`src/rtl/fetch_unit.sv`:
```
// Instruction-fetch front end: single-outstanding req/ack engine, prefetch FIFO, IR and PC history.
// A redirect flushes the FIFO; a response to a stale address is absorbed in the drop state.
module fetch_unit #(
    parameter int unsigned    AW       = 8,
    parameter int unsigned    IW       = 17,
    parameter int unsigned    DEPTH    = 4,
    parameter int unsigned    HIST     = 2,
    parameter logic [AW-1:0]  RESET_PC = '0,
    parameter logic [IW-1:0]  NOP      = '0
) (
    input  logic                    main_clk,
    input  logic                    rst,
    output logic                    imem_req,
    output logic [AW-1:0]           imem_addr,
    input  logic                    imem_ack,
    input  logic [IW-1:0]           imem_rdata,
    input  logic                    stall,
    input  logic                    br_take,
    input  logic [AW-1:0]           br_target,
    output logic [IW-1:0]           ir_out,
    output logic                    ir_valid,
    output logic [HIST*AW-1:0]      pc_hist,
    output logic [$clog2(DEPTH):0]  fifo_count
);
    localparam int unsigned PW = $clog2(DEPTH);
    localparam int unsigned CW = PW + 1;
    localparam int unsigned EW = AW + IW;

    typedef enum logic [1:0] {StIdle, StReq, StDrop} state_e;

    state_e         state_q, state_d;
    logic [AW-1:0]  fpc_q, fpc_d;
    logic [AW-1:0]  drop_addr_q, drop_addr_d;
    logic [EW-1:0]  fifo_mem_q [DEPTH];
    logic [PW-1:0]  rd_ptr_q, rd_ptr_d;
    logic [PW-1:0]  wr_ptr_q, wr_ptr_d;
    logic [CW-1:0]  count_q, count_d;
    logic [IW-1:0]  ir_q, ir_d;
    logic           ir_valid_q, ir_valid_d;
    logic [AW-1:0]  hist_q [HIST];
    logic [AW-1:0]  hist_d [HIST];
    logic           push, pop;
    logic [EW-1:0]  head;

    assign imem_req   = (state_q != StIdle);
    assign imem_addr  = (state_q == StDrop) ? drop_addr_q : fpc_q;
    assign pop        = ~br_take & ~stall & (count_q != '0);
    assign head       = fifo_mem_q[rd_ptr_q];
    assign ir_out     = ir_q;
    assign ir_valid   = ir_valid_q;
    assign fifo_count = count_q;

    for (genvar k = 0; k < HIST; k++) begin : g_hist
        assign pc_hist[k*AW +: AW] = hist_q[k];
    end

    always_comb begin
        state_d     = state_q;
        fpc_d       = fpc_q;
        drop_addr_d = drop_addr_q;
        push        = 1'b0;
        unique case (state_q)
            StIdle: begin
                if (br_take) fpc_d = br_target;
                if (count_q < CW'(DEPTH)) state_d = StReq;
            end
            StReq: begin
                if (br_take) begin
                    fpc_d = br_target;
                    if (!imem_ack) begin
                        state_d     = StDrop;
                        drop_addr_d = fpc_q;
                    end
                end else if (imem_ack) begin
                    push  = 1'b1;
                    fpc_d = fpc_q + AW'(1);
                    // This push takes the last free slot unless a pop frees one
                    if ((count_q == CW'(DEPTH - 1)) && !pop) state_d = StIdle;
                end
            end
            StDrop: begin
                if (br_take) fpc_d = br_target;
                if (imem_ack) state_d = StReq;
            end
            default: state_d = StIdle;
        endcase
    end

    always_comb begin
        rd_ptr_d = rd_ptr_q;
        wr_ptr_d = wr_ptr_q;
        count_d  = count_q;
        if (br_take) begin
            rd_ptr_d = '0;
            wr_ptr_d = '0;
            count_d  = '0;
        end else begin
            if (push) wr_ptr_d = wr_ptr_q + PW'(1);
            if (pop)  rd_ptr_d = rd_ptr_q + PW'(1);
            count_d = count_q + CW'(push) - CW'(pop);
        end
    end

    always_comb begin
        ir_d       = ir_q;
        ir_valid_d = ir_valid_q;
        hist_d     = hist_q;
        if (br_take || !stall) begin
            for (int k = 1; k < int'(HIST); k++) hist_d[k] = hist_q[k-1];
            ir_d       = NOP;
            ir_valid_d = 1'b0;
            if (pop) begin
                ir_d       = head[IW-1:0];
                ir_valid_d = 1'b1;
                hist_d[0]  = head[EW-1:IW];
            end
        end
    end

    always_ff @(posedge main_clk) begin
        if (!rst) begin
            state_q     <= StIdle;
            fpc_q       <= RESET_PC;
            drop_addr_q <= RESET_PC;
            rd_ptr_q    <= '0;
            wr_ptr_q    <= '0;
            count_q     <= '0;
            ir_q        <= NOP;
            ir_valid_q  <= 1'b0;
            for (int k = 0; k < int'(HIST); k++) hist_q[k] <= '0;
        end else begin
            state_q     <= state_d;
            fpc_q       <= fpc_d;
            drop_addr_q <= drop_addr_d;
            rd_ptr_q    <= rd_ptr_d;
            wr_ptr_q    <= wr_ptr_d;
            count_q     <= count_d;
            ir_q        <= ir_d;
            ir_valid_q  <= ir_valid_d;
            hist_q      <= hist_d;
        end
    end

    // Storage needs no reset: occupancy is tracked by the pointers and count
    always_ff @(posedge main_clk) begin
        if (push) fifo_mem_q[wr_ptr_q] <= {fpc_q, imem_rdata};
    end

endmodule

```
`config.mk`:
```
export PLATFORM = sky130hd
export DESIGN_NAME = fetch_unit
export DESIGN_NICKNAME = d
export VERILOG_FILES = /design/src/rtl/fetch_unit.sv
export SDC_FILE = /design/constraint.sdc
export NUM_CORES = 1
export LEC_CHECK = 0
export BUFFER_PORTS_ARGS = -buffer_cell sky130_fd_sc_hd__buf_2
export CAP_MARGIN = 0
export CORE_MARGIN = 5
export CORE_UTILIZATION = 28
export DETAILED_ROUTE_END_ITERATION = 8
export GPL_TIMING_DRIVEN = 0
export RECOVER_POWER = 100
export SYNTH_ARGS = -nofsm -noshare
export SYNTH_HDL_FRONTEND = slang
export SYNTH_SLANG_ARGS = --single-unit
```
`constraint.sdc`:
```
create_clock -name main_clk -period 3 [get_ports main_clk]
set_input_delay 0.15 -clock main_clk [delete_from_list [all_inputs] [get_ports main_clk]]
set_output_delay 0.15 -clock main_clk [all_outputs]
set_load 0.03 [all_outputs]
```
==> results.py <==
metrics = {
    "run_status": {
        "status": "complete, no violations",
    },
    "critical_path": {
        "cp-start-kind": "register",
        "required_ps": 3030,
        "timing.rr.start": "state_q[0]",
        "critPathLaunch": "state_q[0]",
        "path_class": "register to register",
        "worstPathMaxFanout": 25,
        "critPathCaptureType": "register",
        "arrival_ps": 2700,
    },
    "clocking": {
        "clock-sinks": 161,
        "clk_latency_ps": 430,
        "clk_pin_slew_ps": 60,
        "cts-buffers-inserted": 17,
        "htreeDepth": 4,
        "clockBufferDepth": 2,
        "cts_tree": "done",
        "cts_root_buf": "clkbuf_16",
    },
    "drt": {
        "route.detailed.drc": 0,
        "detail_route.wl_per_cell_um": 16.5,
        "drtAntennaViolNets": 0,
        "dr.pass1.iters": 4,
        "routed_wl_um": 13800,
        "num_vias": 3825,
        "drt_iter0_drc": 225,
        "vias_per_cell": 4.57,
    },
    "yosys": {
        "syn_inst": 432,
        "ys_types": 47,
        "seq_area_frac_synth_pct": 67.2,
        "synth-seq-cells": 161,
        "synthTopCellsByArea": "edfxtp_1 (48%), dfxtp_1 (19%), mux4_2 (9.0%), nand2_1 (2.6%), a22oi_1 (2.0%)",
        "yosysTopAreaCellShare_pct": 47.8,
        "synth-edff-count": 100,
        "syn_area_um2": 6280,
        "ys_warn_count": 0,
        "syn-num-nets": 470,
        "yosysTopAreaCell": "edfxtp_1",
        "synth_flop_cell": "edfxtp_1",
        "syn-mean-instance-area_um2": 14.5,
        "async_flop_share_pct": 0,
    },
    "job": {
        "cap_violations": 0,
    },
    "finish": {
        "final_nets": 582,
        "stdcell_count": 837,
        "drive_gt1_share_pct": 15.3,
        "seq_area_um2": 4220,
        "multi_input_area_um2": 1870,
        "fillers": 2124,
        "antennaDiodeCount": 0,
        "area_growth_pct": 21.5,
        "design_area_um2": 7630,
    },
    "sta": {
        "slew_headroom_pct": 10.9,
        "setup_slack_ps": 329,
        "rsz0062_at_grt": "no",
        "slew_viol_final": 0,
        "setup_viol": 0,
        "period_share_pct": 89.0,
        "tightest_slew_ps": 1340,
        "clock_skew_ps": 9.55,
        "clock.fmax_mhz": 374,
        "setup_tns_ps": 0,
        "hold_viol_final": 0,
        "min_period_ps": 2670,
    },
    "placed_design": {
        "dp.cells": 787,
        "io_buffers": 75,
        "place_congestion": 0.772,
        "post_dp_cell_area_um2": 7010,
        "dp_hpwl_um": 9560,
        "place_ws_ps": 364,
    },
    "power_and_ir_drop": {
        "clkPwrFrac_pct": 43.0,
        "swShare_pct": 22.3,
        "p_comb_share_pct": 5.1,
        "power.density_nw_per_um2": 609,
        "p_leak_nw": 2.43,
        "max-vdd-ir-drop_uv": 281,
        "switching_power_w": 0.00104,
        "seq_power_share_pct": 52.0,
        "p_int_w": 0.00361,
    },
    "grt": {
        "grt_max_degree": 26,
        "track_usage_pct": 11.1,
        "grt_pass1_wl_um": 21900,
        "grt-ovfl-total": 0,
        "grt_pass1_vias": 4032,
        "grt_antenna_before_repair": 2,
    },
    "floorplan": {
        "die_y_um": 160,
        "io_pins": 76,
        "core_um2": 22000,
        "die_area_um2": 25500,
        "start_util_pct": 28.6,
        "rows": 54,
        "die_x_um": 160,
    },
    "min_path": {
        "hold_class": "input pin to register",
        "holdCritStartpoint": "br_target[1]",
    },
}
[Yosys cell counts (2+ instances only)]
cell        n
nor4_1      3
nor2b_1    17
nor3_1      2
or2_2       2
nand3_1     2
mux2i_1     9
xnor2_1     5
buf_4       2
o22ai_1     2
a21oi_1    25
and2_1      9
ha_1        7
mux4_2     25
inv_1       9
dfxtp_1    61
edfxtp_1  100
nand2_1    44
mux2_2      8
nand2b_1    4
nor3b_1     3
buf_6       3
nor2_1     28
o21ai_0     7
clkbuf_1    9
buf_2       8
a22oi_1    17
[kinds of logic after synthesis]
| logic type | synth area share (%) |
|---|---|
| AOI/OAI and AO/OA | 5.83 |
| muxes | 11.8 |
| and+or+nand+nor | 9.60 |
| xor gates and xnor gates | 0.697 |
| adders and majority gates | 1.71 |
| DFF | 67.2 |
| buffers and inverters | 3.13 |
[power groups by stage]
stage | registers [W] | clock network (W) | logic (W)
2_1_floorplan | 0.00246 | 0 | 0.000142
3_3_place_gp | 0.00246 | 0 | 0.000222
3_5_place_dp | 0.00247 | 0 | 0.000229
4_1_cts | 0.00242 | 0.00204 | 0.000249
5_1_grt | 0.00242 | 0.00215 | 0.000258
6_report | 0.00242 | 0.00200 | 0.000235
[per-layer routing]
metal | global-route usage [%] | vias to the layer above | part of all wire [%]
met3 | 4.36 | 14 | 5.5
met2 | 18.7 | 92 | 51
met1 | 13.0 | 1896 | 42
li1 | - | 1819 | -
met5 | 0 | - | 0.15
met4 | 3.60 | 4 | 1.2
[layout by cell type, fill, tap and decap left out, drive strengths merged, types with 17 or more instances in the layout]
cell type	count
a22oi	17
mux4	25
edfxtp	100
dfxtp	61
clkbuf	102
nor2	28
nand2	44
buf	18
a21oi	25
nor2b	17
dlygate4sd3	17
[state kept, by name (all words and copies together), names as in the netlist, named ones only]
name	cells
wr_ptr_q	2
ir_valid	1
fifo_count	3
pc_hist	16
ir_out	17
fpc_q	8
rd_ptr_q	2
fifo_mem_q	100
drop_addr_q	8
state_q	2
[metrics by stage]
step                      hold WS [ps]  power [W]  util [%]
final                             38.3    0.00465      34.8
after global routing              22.5    0.00483      34.8
after CTS                         12.2    0.00470      35.2
after detailed placement           369    0.00269      31.9
after global placement             360    0.00268      31.9
after floorplan                    249    0.00260         -
[worst max-delay path: stages (launching register included)]
cell and delay, ps:
dfxtp_1 320, clkbuf_1 320, nand2b_4 120, nor3b_2 410
and2_1 1090
[area by class of cell]
type | count | area share (%)
Timing Repair Buffer | 93 | 6.47
Sequential cell | 161 | 55.3
Multi-Input combinational cell | 236 | 24.5
Buffer | 25 | 1.41
Clock buffer | 19 | 5.67
Tap cell | 280 | 4.59
Inverter | 10 | 0.590
Clock inverter | 13 | 1.48
[path summary, 6_finish.rpt]
path / endpoint / slack (ps) / cells past startpoint
max: fifo_mem_q[3][24] / 330 / 4
min: fpc_q[1] / 40 / 3
max reg2reg: fifo_mem_q[3][24] / 330 / 4
min reg2reg: pc_hist[11] / 450 / 2
[repair_timing]
item	4_1_cts	5_1_grt
hold buffers	17	0
endpoints found under the hold margin	68	0
endpoints found under the setup margin	0	0
gates resized for setup	0	0
setup buffers	0	0
(Power assumes the default switching activity.)
